File: src/rtl/data_read_axi_read.sv
// AXI-lite read-channel slave for the data_read core: serves CR/SR/DR/CNT reads,
// keeps the sticky DONE/OVF flags and pops the capture FIFO on DR reads.
module data_read_axi_read (
  input  logic        S_AXI_ACLK,
  input  logic        S_AXI_ARESETN,
  input  logic [31:0] S_AXI_ARADDR,
  input  logic        S_AXI_ARVALID,
  output logic        S_AXI_ARREADY,
  output logic [31:0] S_AXI_RDATA,
  output logic [1:0]  S_AXI_RRESP,
  output logic        S_AXI_RVALID,
  input  logic        S_AXI_RREADY,
  input  logic        sr_busy,
  input  logic        sr_done_set,
  input  logic        sr_ovf_set,
  input  logic        fifo_empty,
  input  logic [31:0] fifo_dout,
  input  logic [15:0] fifo_count,
  output logic        fifo_rd_en,
  output logic [1:0]  dbg_state
);

  localparam logic [5:0] OFF_CR  = 6'h00;
  localparam logic [5:0] OFF_SR  = 6'h01;
  localparam logic [5:0] OFF_DR  = 6'h02;
  localparam logic [5:0] OFF_CNT = 6'h03;

  localparam logic [1:0] RESP_OKAY   = 2'b00;
  localparam logic [1:0] RESP_SLVERR = 2'b10;

  typedef enum logic [1:0] {
    S_IDLE = 2'd0,
    S_ADDR = 2'd1,
    S_DATA = 2'd2
  } state_t;

  state_t      state;
  state_t      state_nxt;
  logic [5:0]  offset;
  logic [31:0] dec_data;
  logic [1:0]  dec_resp;
  logic        dec_pop;
  logic        flag_done;
  logic        flag_ovf;
  logic        sr_clr;

  logic unused_addr;
  assign unused_addr = &{1'b0, S_AXI_ARADDR[31:8], S_AXI_ARADDR[1:0]};

  assign offset    = S_AXI_ARADDR[7:2];
  assign dbg_state = state;

  always_ff @(posedge S_AXI_ACLK or negedge S_AXI_ARESETN) begin
    if (!S_AXI_ARESETN) begin
      state <= S_IDLE;
    end else begin
      state <= state_nxt;
    end
  end

  always_comb begin
    state_nxt = state;
    case (state)
      S_IDLE:  if (S_AXI_ARVALID) state_nxt = S_ADDR;
      S_ADDR:  state_nxt = S_DATA;
      S_DATA:  if (S_AXI_RREADY) state_nxt = S_IDLE;
      default: state_nxt = S_IDLE;
    endcase
  end

  // Outputs decode from state only, so ARREADY never follows ARVALID combinationally.
  always_comb begin
    S_AXI_ARREADY = (state == S_ADDR);
    S_AXI_RVALID  = (state == S_DATA);
    fifo_rd_en    = (state == S_ADDR) && dec_pop;
  end

  always_comb begin
    dec_data = '0;
    dec_resp = RESP_OKAY;
    dec_pop  = 1'b0;
    case (offset)
      OFF_CR:  dec_data = '0;
      OFF_SR:  dec_data = {28'd0, fifo_empty, flag_ovf, flag_done, sr_busy};
      OFF_DR: begin
        if (fifo_empty) begin
          dec_resp = RESP_SLVERR;
        end else begin
          dec_data = fifo_dout;
          dec_pop  = 1'b1;
        end
      end
      OFF_CNT: dec_data = {16'd0, fifo_count};
      default: dec_data = '0;
    endcase
  end

  // Response is captured once on the S_ADDR edge and held through any RREADY stall.
  always_ff @(posedge S_AXI_ACLK or negedge S_AXI_ARESETN) begin
    if (!S_AXI_ARESETN) begin
      S_AXI_RDATA <= '0;
      S_AXI_RRESP <= RESP_OKAY;
    end else if (state == S_ADDR) begin
      S_AXI_RDATA <= dec_data;
      S_AXI_RRESP <= dec_resp;
    end
  end

  assign sr_clr = (state == S_ADDR) && (offset == OFF_SR);

  // A set pulse coinciding with the clear-on-read edge wins.
  always_ff @(posedge S_AXI_ACLK or negedge S_AXI_ARESETN) begin
    if (!S_AXI_ARESETN) begin
      flag_done <= 1'b0;
      flag_ovf  <= 1'b0;
    end else begin
      if (sr_done_set)  flag_done <= 1'b1;
      else if (sr_clr)  flag_done <= 1'b0;
      if (sr_ovf_set)   flag_ovf  <= 1'b1;
      else if (sr_clr)  flag_ovf  <= 1'b0;
    end
  end

endmodule
File: config.mk
export PLATFORM = sky130hd
export DESIGN_NAME = data_read_axi_read
export DESIGN_NICKNAME = d
export VERILOG_FILES = /design/src/rtl/data_read_axi_read.sv
export SDC_FILE = /design/constraint.sdc
export NUM_CORES = 1
export LEC_CHECK = 0
export CAP_MARGIN = 0
export CORE_MARGIN = 10
export CORE_UTILIZATION = 25
export CTS_CLUSTER_DIAMETER = 60
export DETAILED_ROUTE_END_ITERATION = 10
export GPL_TIMING_DRIVEN = 0
export PLACE_DENSITY_LB_ADDON = 0.15
export SLEW_MARGIN = 10
export SYNTH_ARGS = -nofsm -noshare
export SYNTH_HDL_FRONTEND = slang
export SYNTH_SLANG_ARGS = --single-unit
File: constraint.sdc
create_clock -name S_AXI_ACLK -period 4.45 [get_ports S_AXI_ACLK]
set_input_delay 1.335 -clock S_AXI_ACLK [delete_from_list [all_inputs] [get_ports S_AXI_ACLK]]
set_output_delay 1.335 -clock S_AXI_ACLK [all_outputs]
set_load 0.02 [all_outputs]
# After elaboration in Yosys (flattened, before gate mapping)
# Index checks and enable logic that the tools add are counted.
totals:
  register_bits: 38
  latchBits: 0
  ram_bits: 0
  rom_bits: 0
  input_bits: 88
  out_inout_bits: 39
  word_cells: 30
  mem_count: 0
classes:
  n_addsub: 0
  n_mul: 0
  n_div: 0
  order_cmp: 0
  n_eq_ne: 7
  shift: 0
  muxes: 12
  bitwise_logic: 0
  n_reduce_logical: 6
ops:
  columns: ["cell", "n"]
  rows:
  - ["$pmux 32 s3", 1]
  - ["$mux 32", 1]
  - ["$eq 6x2->1 const B", 2]
  - ["$mux 2", 4]
  - ["$eq 6x1->1 const B", 1]
  - ["$pmux 2 s3", 1]
  - ["$mux 1", 5]
  - ["$reduce_bool 2->1", 2]
  - ["$eq 2x1->1 const B", 1]
  - ["$eq 2x2->1 const B", 1]
  - ["$logic_and 1x1->1", 2]
  - ["$logic_not 2->1", 1]
  - ["$ne 2x1->1 const B", 1]
  - ["$ne 2x2->1 const B", 1]
  - ["$reduce_and 2->1", 1]

# Depth between registers and ports, before layout
# Gate-level depths: netlist of run 1.
depth:
  depth_word: 4
  mapped_depth: 7
  ltp_nobuf: 5

# Worst setup path after synthesis of run 1
# Ideal clock, no wire load.
synth_timing:
  kind: "input-to-output"
  start: "input S_AXI_ARADDR[3]"
  end: "output fifo_rd_en"
  t_arrival_ns: 2.230
  required_ns: 3.115
  setup_slack_ns: 0.885
  path_stages: 6
  path_buffers: 3
  path_cell_list: "buf_2 > nor2b_1 > nand4b_4 > inv_2 > buf_6 > buf_8"
synth_between:
  elab_chain_cells: 3
synth_lines:
  columns: ["item", "line", "source"]
  rows:
  - ["start, declared", "6", "input logic [31:0] S_AXI_ARADDR,"]
  - ["$eq 6x2->1", "82", "case (offset)"]
  - ["$mux 1", "82", null]
  - ["$logic_and 1x1->1", "75", "fifo_rd_en = (state == S_ADDR) && dec_pop;"]
  - ["end, declared", "19", "output logic fifo_rd_en,"]
# Every way passes these cells.

# Worst setup path after layout of run 1
layout_timing:
  start: "input S_AXI_ARADDR[7]"
  end: "output fifo_rd_en"
# The elaborated chain is that of the path after synthesis.

==> impl_metrics.tcl, run 1 <==
set metrics [dict create \
    grt_pass1_vias 1519 \
    final_cells 304 \
    switchingPower_w 0.0002467 \
    antenna_found_initial 0 \
    cpPeakStageDelay_ps 440 \
    r2r_cells 4 \
    routabilityCongestion 0.7342 \
    crit_slowest_cell "clkdlybuf4s50_1" \
    rows 28 \
    cp.required_ps 3120 \
    wl_mm 5.343 \
    rsz0062_at_grt "false" \
    core_area_um2 6026 \
    vias 1383 \
    met1_usage 0.1258 \
    synth_top_cell_area_share 0.5882 \
    clock_skew_ps 4.631 \
    layout_min_cycle_time_ps 4213 \
    max_freq_ghz 0.2374 \
    io_buffers 98 \
    ys_ff_latch 37 \
    cts_made_buffers 5 \
    setup_tns_ps 0 \
    netlist_area_um2 1574 \
    hold_viol 0 \
    hold_path.class "reg2reg" \
    syn_to_final_growth_pct 74.96 \
    initialDrtViolationCount 47 \
    viasPerCell 4.549 \
    grt_start_max_net_pins 21 \
    fin_crit_sh 0.9467 \
    io_pins 127 \
    grtUsageMet2 0.1673 \
    yosys_warnings 0 \
    peakVddDrop_uv 146.4 \
    clock-sinks 37 \
    p_seq_frac 0.445 \
    top_usage_layer "met2" \
    dp.cells 295 \
    antenna_left 0 \
    grt_pass1_wl_mm 8.542 \
    yosysTopAreaCell "dfrtp_1" \
    powerDensity_nw_per_um2 302.5 \
    syn-num-nets 209 \
    setup_viol 0 \
    hold_path_depth 2 \
    dp_hpwl_mm 4.201 \
    ys_seq_area_frac 0.5882 \
    dr.pass1.iters 4 \
    cp_data_arrival_time_ps 2880 \
    met3_usage 0.06436 \
    root_buffer "clkbuf_8" \
    fin_nets 316 \
    final_util 0.4570 \
    clockBufferDepth 2 \
    cp_max_fo 10 \
    internal_power_w 0.0005862 \
    grtUsageTotal 0.1081 \
    gr-total-overflow 0 \
    syn_inst 121 \
    swShare 0.2962 \
    path_class "in2out" \
    wire_per_inst_um 17.58 \
    synthTopCellsByArea "dfrtp_1 (59%), a22o_1 (8.9%), a221o_1 (7.6%)" \
    slew_violations 0 \
    regToRegSetupSlack_ps 2700 \
    leakage_nw 1.231 \
    htree_num_levels 2 \
    pwr-share-clk 0.266 \
    drc 0 \
    path_cells "clkdlybuf4s50_1 > nor4_4 > nand4b_4 > inv_2 > buf_6 > buf_8 > clkbuf_2" \
    synth_area_per_cell_um2 13.01 \
    comb_power_share 0.289 \
    clk_latency_ps 280 \
    path_clk_slew_ps 70 \
    maxCapViolations 0 \
    ctsHoldBuffers 0 \
    die-area_um2 9869 \
    layout-drive-gt1-share 0.08734 \
    cts_tree "done" \
    ys_types 26 \
    initial_core_util 0.2612 \
    startpoint_type "input pin" \
    cp-end-kind "output pin" \
    die_y_um 99.35 \
    fp.dieW_um 99.35 \
    antennaDiodeCount 0 \
    status "completed" \
    fill_cells 592 \
]
-- worst paths after layout --
check | to | from
worst max-delay path | fifo_rd_en | S_AXI_ARADDR[7]
worst min-delay path | S_AXI_RRESP[1] | S_AXI_RRESP[1]
worst max register to register | dbg_state[1] | dbg_state[1]
worst min register to register | S_AXI_RRESP[1] | S_AXI_RRESP[1]
max in group asynchronous | S_AXI_RDATA[10] | S_AXI_ARESETN
min in group asynchronous | flag_done | S_AXI_ARESETN
-- registers in the layout (all words and copies together) (netlist names) --
| signal | cells |
|---|---|
| flag_done | 1 |
| S_AXI_RRESP | 1 |
| S_AXI_RDATA | 32 |
| dbg_state | 2 |
| flag_ovf | 1 |
-- Yosys cell counts --
| cell type | n |
|---|---|
| a21o_1 | 2 |
| a221o_1 | 12 |
| a22o_1 | 16 |
| and2_1 | 12 |
| and4_1 | 1 |
| buf_2 | 2 |
| buf_4 | 2 |
| buf_6 | 1 |
| buf_8 | 1 |
| clkbuf_1 | 3 |
| conb_1 | 1 |
| dfrtp_1 | 37 |
| inv_1 | 5 |
| inv_2 | 2 |
| mux2i_1 | 4 |
| nand2_1 | 5 |
| nand2b_1 | 1 |
| nand2b_2 | 1 |
| nand3_1 | 2 |
| nand4b_1 | 1 |
| nand4b_4 | 1 |
| nor2b_1 | 1 |
| nor3b_1 | 1 |
| nor4_4 | 1 |
| o21ai_0 | 2 |
| o221ai_1 | 4 |
-- critical path: cells and delay by family --
kind | cells | cell delay (ps)
buf+inv | 5 | 980
simple gates | 2 | 550
-- cell type report --
cell class | instances | area [um2] | area share
buffer | 9 | 62.56 | 0.02272
clock buffer | 8 | 80.08 | 0.02908
multi-input combinational | 68 | 559.3 | 0.2031
tap | 75 | 93.84 | 0.03408
timing repair buffer | 100 | 1006 | 0.3653
inverter | 7 | 26.28 | 0.009541
sequential | 37 | 925.9 | 0.3362
-- per-layer routing --
metal | vias to the layer above | part of all wire | wire length, um
met5 | - | 0 | 0
met4 | 0 | 0.0041 | 22
met3 | 2 | 0.12 | 616
met2 | 55 | 0.48 | 2558
met1 | 667 | 0.40 | 2146
li1 | 659 | - | -
-- stage by stage --
| step | power [W] | hold slack, ps | area (um2) | setup WS (ps) |
|---|---|---|---|---|
| CTS | 0.0008531 | 490.3 | 2758 | 7.407 |
| finish | 0.0008329 | 481.0 | 2754 | 237.2 |
| floorplan | 0.0004739 | 448.4 | 1574 | 884.7 |
| global placement | 0.0006209 | 464.3 | 2649 | -335.2 |
| detailed placement | 0.0006226 | 472.9 | 2671 | -338.2 |
| global route | 0.0008838 | 521.6 | 2754 | 129.2 |
-- what timing repair did --
| action | CTS | global route |
|---|---|---|
| gates resized for setup | 1 | 2 |
| cloned | 0 | 0 |
| pin swaps | 1 | 1 |
| setup endpoints to repair | 1 | 1 |
| buffers inserted | 1 | 0 |
-- cell usage in the layout (no fill, tap or decap), types with 2 or more instances in the layout --
| cell | netlist | final |
|---|---|---|
| clkdlybuf4s50_1 | 0 | 96 |
| dfrtp_1 | 37 | 37 |
| a22o_1 | 16 | 16 |
| and2_1 | 12 | 12 |
| a221o_1 | 12 | 12 |
| clkbuf_1 | 3 | 6 |
| inv_1 | 5 | 5 |
| nand2_1 | 5 | 5 |
| clkbuf_8 | 0 | 5 |
| mux2i_1 | 4 | 4 |
| o221ai_1 | 4 | 4 |
| buf_2 | 2 | 3 |
| buf_4 | 2 | 3 |
| inv_2 | 2 | 2 |
| nand3_1 | 2 | 2 |
| o21ai_0 | 2 | 2 |
| a21o_1 | 2 | 2 |
-- logic make-up (layout without fill, tap and decap cells) --
family                 after synthesis  after routing  share of synthesized area
DFF                                 37             37                     0.5882
muxes                                4              4                    0.02544
AOI/OAI and AO/OA                   36             36                     0.2035
other                                1              1                   0.002382
buffers and inverters               16            124                    0.05644
and+or+nand+nor                     27             27                     0.1240
-- power by group through the flow --
stage | clock network (W) | registers (W) | logic (W)
2_1_floorplan | 0 | 0.000399 | 0.0000749
3_3_place_gp | 0 | 0.000375 | 0.000246
3_5_place_dp | 0 | 0.000377 | 0.000246
4_1_cts | 0.000235 | 0.000371 | 0.000247
5_1_grt | 0.000250 | 0.000373 | 0.000261
6_report | 0.000221 | 0.000371 | 0.000241
Note: power is estimated with default switching activity, not from simulation.
==> run 2, diff against run 1 <==
CORE_MARGIN = 2   (was 10)
CTS_CLUSTER_DIAMETER = 40   (was 60)
==> impl_metrics.tcl, run 2 (same netlist as run 1, synthesis figures left out) <==
set metrics [dict create \
    status "completed" \
    syn_to_final_growth_pct 78.62 \
    grt_pass1_wl_mm 7.389 \
    grtUsageTotal 0.1349 \
    cp_data_arrival_time_ps 3030 \
    die_y_um 83.35 \
    r2r_cells 4 \
    clock-sinks 37 \
    setup_viol 0 \
    io_pins 127 \
    slew_violations 0 \
    grt_pass1_vias 1477 \
    final_common_cell "clkdlybuf4s50_1" \
    setup_tns_ps 0 \
    fill_cells 583 \
    wire_per_inst_um 14.78 \
    cts_tree "done" \
    clockBufferDepth 2 \
    dr.pass1.iters 2 \
    hold_viol 0 \
    rows 28 \
    antenna_found_initial 0 \
    final_util 0.4693 \
    place_ws_ps -317.7 \
    htree_num_levels 2 \
    die-area_um2 6946 \
    regToRegSetupSlack_ps 2730 \
    layout-drive-gt1-share 0.09607 \
    cp-startpoint "S_AXI_ARADDR[7]" \
    setup_slack_ps 88.48 \
    min_from "dbg_state[1]" \
    core_area_um2 5991 \
    cts_made_buffers 5 \
    antennaDiodeCount 0 \
    vias 1344 \
    largest_reg_flops 32 \
    regMostFlops "S_AXI_RDATA" \
    initial_core_util 0.2627 \
    path_clk_slew_ps 70 \
    r2r_start "dbg_state[1]" \
    hold_path.class "reg2reg" \
    mostFrequentLayoutCells "clkdlybuf4s50_1 (96), dfrtp_1 (37), a22o_1 (16)" \
    antenna_left 0 \
    peakVddDrop_uv 203.7 \
    worstReg2RegEnd "dbg_state[1]" \
    viasPerCell 4.421 \
    crit_path_end "fifo_rd_en" \
    dp_hpwl_mm 3.401 \
    path_class "in2out" \
    leakage_nw 1.263 \
    cp-end-kind "output pin" \
    clk_latency_ps 290 \
    rsz0062_at_grt "false" \
    root_buffer "clkbuf_8" \
    routabilityCongestion 0.6597 \
    grt_start_max_net_pins 21 \
    fin_crit_sh 0.9801 \
    fin_nets 316 \
    ctsHoldBuffers 0 \
    wl_mm 4.492 \
    maxCapViolations 0 \
    cp.required_ps 3120 \
    gr-total-overflow 0 \
    io_buffers 98 \
    powerDensity_nw_per_um2 338.2 \
    cp_max_fo 10 \
    drc 0 \
    startpoint_type "input pin" \
    clock_skew_ps 4.481 \
    layout_min_cycle_time_ps 4362 \
    initialDrtViolationCount 25 \
    fp.dieW_um 83.35 \
    max_freq_ghz 0.2293 \
]
==> run 2: what timing repair did <==
item	4_1_cts	5_1_grt
gates resized for setup	1	0
setup endpoints to repair	1	1
pin swaps	1	1
setup buffers	1	0
cloned	0	0
==> run 2: layer usage <==
metal / share of wire / up-vias / track usage
met3: 0.056 / 6 / 0.03678
li1: - / 660 / -
met1: 0.45 / 631 / 0.1646
met5: 0 / - / 0
met2: 0.49 / 47 / 0.2273
met4: 0.010 / 0 / 0.04918
==> run 2: how the worst min path moves through the flow <==
stage | cells after the start | slack, ps | end
finish | 1 | 470 | dbg_state[0]
global route | 1 | 510 | dbg_state[0]
CTS | 1 | 480 | dbg_state[0]
detailed placement | 1 | 470 | dbg_state[0]
global placement | 1 | 460 | flag_ovf
floorplan | 1 | 450 | flag_done
==> run 2: worst max-delay path, cell delays in order <==
cell and delay, ps:
clkdlybuf4s50_1 440, nor4_4 370, nand4b_4 180, inv_2 90, buf_6 140, buf_8 130, dlygate4sd2_1 330
==> run 2: layout make-up <==
type / count / area (um2) / area share
multi-input combinational: 68 / 559.3 / 0.1989
sequential: 37 / 925.9 / 0.3293
timing repair buffer: 100 / 1010 / 0.3591
buffer: 9 / 62.56 / 0.02225
inverter: 7 / 26.28 / 0.009346
tap: 75 / 93.84 / 0.03338
clock buffer: 5 / 68.82 / 0.02448
clock inverter: 3 / 65.06 / 0.02314
==> run 2: through the flow <==
stage / instance area [um2] / total power [W] / instances / hold slack, ps
floorplan: 1574 / 0.0004739 / 121 / 448.4
global placement: 2649 / 0.0006166 / 294 / 462.1
detailed placement: 2671 / 0.0006180 / 295 / 466.4
CTS: 2811 / 0.0009719 / 304 / 477.5
global route: 2811 / 0.001005 / 304 / 506.2
finish: 2811 / 0.0009509 / 304 / 472.7
==> run 2: report_power, final <==
| group | internal [W] | switching, W |
|---|---|---|
| logic | 0.000119 | 0.000120 |
| registers | 0.000356 | 0.0000132 |
| clock network | 0.000223 | 0.000121 |
==> RTL edit 1: new RTL, flow settings as in run 1 <==
Register the output `dbg_state` once more; this adds one clock of latency there. The other outputs are not delayed to match.
--- a/src/rtl/data_read_axi_read.sv
+++ b/src/rtl/data_read_axi_read.sv
@@ -48,7 +48,9 @@
   assign unused_addr = &{1'b0, S_AXI_ARADDR[31:8], S_AXI_ARADDR[1:0]};
 
   assign offset    = S_AXI_ARADDR[7:2];
-  assign dbg_state = state;
+  always_ff @(posedge S_AXI_ACLK) begin
+    dbg_state <= state;
+  end
 
   always_ff @(posedge S_AXI_ACLK or negedge S_AXI_ARESETN) begin
     if (!S_AXI_ARESETN) begin
Formal check against the unedited RTL: not equivalent (Yosys sat finds a counterexample within 4 cycles, from zero or initial values and one cycle with S_AXI_ARESETN low).
==> RTL edit 1 against run 1 <==
Sequential cell count rose by 2; utilization fell by 1.5 points; clock power rose by 3%; synthesized area rose by 2.5%; final cell count rose by 1.3%; global-route usage fell by 0.11 points; final area rose by 1.3%; setup slack got worse by 0.014 ns; power rose by 3.9%; routed wire length fell by 1.3%; synthesized cell count rose by 1.7%.
==> RTL edit 1: results (changes against run 1) <==
* Status: completed
* First-pass GRT wire length at 8600 um (+0.64%)
* NumNets Final at 318 (+0.63%)
* Via Count at 1,421 (+2.7%)
* Clk tree area frac at 0.0291 (+0.0000702)
* Non-clock buffer share at 0.380 (-0.00774)
* Fin util at 0.442 (-0.0151)
* Net Count, Synth at 211 (+0.96%)
* Overall Global Routing Usage at 0.107 (-0.00113)
* Largest net degree at the start of global routing at 29 (+38%)
* DP Area at 2710 um^2 (+1.3%)
* Clock Skew at 0.00321 ns (-0.00142 ns)
* Reg power frac at 0.458 (+0.013)
* Mux share of post-synthesis cell area at 0.0248 (-0.000631)
* Arrival @ worst endpoint at 2.89 ns (about the same)
* WL per Instance at 17.1 um (-2.6%)
* Vias in the first global route at 1,555 (+2.4%)
* Top cells by area, synth: dfrtp_1, a22o_1, a221o_1
* Synth Area in Compound Gates at 0.198 (-0.00505)
* Filler cells at 616 (+4.1%)
* Cell Int Power at 609 uW (+4.0%)
* Share of synthesized flip-flops with an asynchronous set or reset at 0.949 (-0.0513)
* DRT iter0 DRCs at 51 (+8.5%)
* Placed Cells at 299 (+1.4%)
* Synth Area per Inst at 13.1 um^2 (+0.88%)
-- RTL edit 1: cell count changes in the layout (fill, tap and decap cells not counted), sizes merged --
cell,delta
dfxtp,+2
clkbuf,-1
clkinv,+1
-- RTL edit 1: path summary, 6_finish.rpt --
path | startpoint | to | slack, ns | depth (start not counted)
min | state[1]$_DFFE_PN0P_ | dbg_state[1]$_DFF_P_ | 0.42 | 0
max | S_AXI_ARADDR[7] | fifo_rd_en | 0.22 | 7
max in group asynchronous | S_AXI_ARESETN | S_AXI_RDATA[28]$_DFFE_PN0P_ | 3.11 | 2
min in group asynchronous | S_AXI_ARESETN | S_AXI_RDATA[16]$_DFFE_PN0P_ | 0.91 | 1
max reg2reg | state[1]$_DFFE_PN0P_ | state[1]$_DFFE_PN0P_ | 2.68 | 4
min reg2reg | state[1]$_DFFE_PN0P_ | dbg_state[1]$_DFF_P_ | 0.42 | 0
-- RTL edit 1: worst reg2reg max path, stage by stage, from the launching register on --
cell	delay [ns]
dfrtp_1	0.38
nand2b_2	0.24
clkbuf_1	0.36
clkbuf_1	0.48
o21ai_0	0.17
-- RTL edit 1: layer usage --
metal  track usage  wire length, um  part of all wire
met1         0.132             2320              0.44
met2         0.160             2300              0.44
met3        0.0577              606              0.11
met4        0.0261               46            0.0087
met5             0                0                 0
-- RTL edit 1: metrics by stage --
| step | TNS (ns) | setup slack, ns |
|---|---|---|
| floorplan | 0 | 0.885 |
| global placement | -0.332 | -0.332 |
| detailed placement | -0.337 | -0.337 |
| CTS | 0 | 0.0149 |
| global route | 0 | 0.0772 |
| finish | 0 | 0.223 |
-- RTL edit 1: timing repair --
| item | 4_1_cts | 5_1_grt |
|---|---|---|
| setup buffers | 1 | 0 |
| gates resized for setup | 1 | 2 |
| endpoints found under the setup margin | 1 | 1 |
| pin swaps | 1 | 1 |
==> RTL edit 2: new RTL, flow settings as in run 1 <==
Without the edit above. Reset style: synchronous (`S_AXI_ARESETN`), changed in 3 clocked blocks.
--- a/src/rtl/data_read_axi_read.sv
+++ b/src/rtl/data_read_axi_read.sv
@@ -50,7 +50,7 @@
   assign offset    = S_AXI_ARADDR[7:2];
   assign dbg_state = state;
 
-  always_ff @(posedge S_AXI_ACLK or negedge S_AXI_ARESETN) begin
+  always_ff @(posedge S_AXI_ACLK) begin
     if (!S_AXI_ARESETN) begin
       state <= S_IDLE;
     end else begin
@@ -96,7 +96,7 @@
   end
 
   // Response is captured once on the S_ADDR edge and held through any RREADY stall.
-  always_ff @(posedge S_AXI_ACLK or negedge S_AXI_ARESETN) begin
+  always_ff @(posedge S_AXI_ACLK) begin
     if (!S_AXI_ARESETN) begin
       S_AXI_RDATA <= '0;
       S_AXI_RRESP <= RESP_OKAY;
@@ -109,7 +109,7 @@
   assign sr_clr = (state == S_ADDR) && (offset == OFF_SR);
 
   // A set pulse coinciding with the clear-on-read edge wins.
-  always_ff @(posedge S_AXI_ACLK or negedge S_AXI_ARESETN) begin
+  always_ff @(posedge S_AXI_ACLK) begin
     if (!S_AXI_ARESETN) begin
       flag_done <= 1'b0;
       flag_ovf  <= 1'b0;
Function: differs if S_AXI_ARESETN is asserted again (counterexample within 4 cycles, from zero or initial values and one cycle with S_AXI_ARESETN low); with S_AXI_ARESETN held inactive, the same outputs for 10 cycles.
==> RTL edit 2 against run 1 <==
Sequential cell count did not move; routed wire length grew 0.47%; via count increased by 4.0%; non-clock buffer count up 2; setup slack worse by 0.13 ns; fmax shrank 3.0%; final area down 5.0%; largest cell class unchanged; synthesized area is 6.9% lower.
Power is not compared: it rests on default switching activity, and its combinational part moved more than twofold at a synthesized area within 25%.
==> RTL edit 2: results (changes against run 1) <==
* Crit-path max FO at 9 (-1)
* Vias per cell at 4.70 (+3.4%)
* Overall Global Routing Usage at 0.114 (+0.00540)
* Top cells by area, synth: dfxtp_1, a221o_2, a22o_1
* Port Buffers at 98 (unchanged)
* Synth Area in Adders at 0 (unchanged)
* Layout cells sized above 1 at 0.141 (+0.0537)
* Filler cells at 550 (-7.1%)
* Clock Skew at 0.00814 ns (+0.00351 ns)
* Gpl congestion at 0.727 (-0.99%)
* Fin. max-slew vios at 0 (unchanged)
* Vias in the first global route at 1,526 (+0.46%)
* Post-synth EDFFs at 0 (unchanged)
* DP Area at 2540 um^2 (-5.1%)
* Synth Area in Compound Gates at 0.235 (+0.0313)
* Seq/Total Area, Yosys at 0.506 (-0.0827)
* Number of diodes at 0 (unchanged)
* Setup slack after placement at -0.199 ns (+0.139 ns)
* Total wire length at 5370 um (+0.47%)
* Root buffer cell: clkbuf_8
* XOR/XNOR Fraction of Synth Area at 0 (unchanged)
* Via Count at 1,439 (+4.0%)
* Arrival @ worst endpoint at 3.01 ns (+0.13 ns)
* Post-synth top cells: dfxtp_1, a22o_1, a221o_2
* Status: completed
* Placed Cells at 298 (+1.0%)
* Mux share of post-synthesis cell area at 0.0273 (+0.00189)
* Largest net degree at the start of global routing at 12 (-43%)
* Share of synthesized flip-flops with an asynchronous set or reset at 0 (-1.00)
* DP HPWL at 4160 um (-1.1%)
* Syn. warnings at 0 (unchanged)
* Max H-tree Level at 2 (unchanged)
* NumNets Final at 321 (+1.6%)
* Initial DRT Pass Iterations at 7 (+3)
* Num CTS Buffers at 5 (unchanged)
* Unique masters post-synth at 27 (+3.8%)
* Main synth FF type: dfxtp_1
* DRT iter0 DRCs at 29 (-38%)
* Gate Count Post-Synth at 128 (+5.8%)
* Static leakage at 1.04 nW
* First-pass GRT wire length at 8300 um (-2.8%)
* Net Count, Synth at 216 (+3.3%)
* Worst vdd ir at 0.0979 mV
RTL edit 2: cell count changes after synthesis, moves of 4 or more:
| cell | change |
|---|---|
| a221o_2 | +15 |
| dfrtp_1 | -37 |
| dfxtp_1 | +37 |
| inv_1 | -4 |
| and3_1 | +12 |
| buf_6 | +4 |
| a221o_1 | -11 |
| and2_1 | -11 |
| o221ai_1 | -4 |
| nor4_1 | +5 |
RTL edit 2: kinds of logic after synthesis:
kind of cell           count (synthesis)
AOI/OAI and AO/OA                     36
muxes                                  4
DFF                                   37
buffers and inverters                 14
and+or+nand+nor                       36
other                                  1
RTL edit 2: worst max-delay path: stages:
cell and delay [ns]:
clkdlybuf4s50_1 0.40, or4_4 0.53, buf_6 0.15, nor4_1 0.20, dlygate4sd2_1 0.39
RTL edit 2: repair_timing:
| item | 4_1_cts | 5_1_grt |
|---|---|---|
| gates resized for setup | 1 | 0 |
| endpoints found under the setup margin | 1 | 0 |
| buffers inserted | 0 | 0 |
| endpoints found under the hold margin | 0 | 0 |
RTL edit 2: final timing paths:
check                             from                          end  slack, ns  depth (start not counted)
min reg2reg      flag_ovf$_SDFFE_PN0P_        flag_ovf$_SDFFE_PN0P_       0.48                          2
min              flag_ovf$_SDFFE_PN0P_        flag_ovf$_SDFFE_PN0P_       0.48                          2
max                    S_AXI_ARADDR[7]                   fifo_rd_en       0.11                          5
max reg2reg  dbg_state[1]$_SDFFE_PN0P_  S_AXI_RDATA[1]$_SDFFE_PN0P_       2.84                          5
RTL edit 2: cell type report:
class,count,share of cell area
Tap cell,72,0.0344
Clock inverter,2,0.00382
Clock buffer,6,0.0277
Buffer,13,0.0378
Sequential cell,37,0.283
Timing Repair Buffer,98,0.374
Inverter,1,0.00143
Multi-Input combinational cell,77,0.238
RTL edit 2: per-stage QoR:
stage               TNS (ns)  utilization
floorplan                  0            -
global route               0        0.467
detailed placement    -0.199        0.452
global placement      -0.194        0.452
CTS                        0        0.467
finish                     0        0.467
RTL edit 2: where the power goes:
group / total [mW] / switching [mW] / internal, mW
registers: 0.337 / 0.00261 / 0.334
logic: 0.0922 / 0.0317 / 0.0605
clock network: 0.229 / 0.121 / 0.109
RTL edit 2: metal layers:
metal | share of wire | wire, um | track usage | up-vias
li1 | - | - | - | 702
met1 | 0.46 | 2470 | 0.145 | 663
met2 | 0.42 | 2230 | 0.168 | 67
met3 | 0.11 | 611 | 0.0517 | 7
met4 | 0.0091 | 49 | 0.0327 | 0
met5 | 0 | 0 | 0 | -
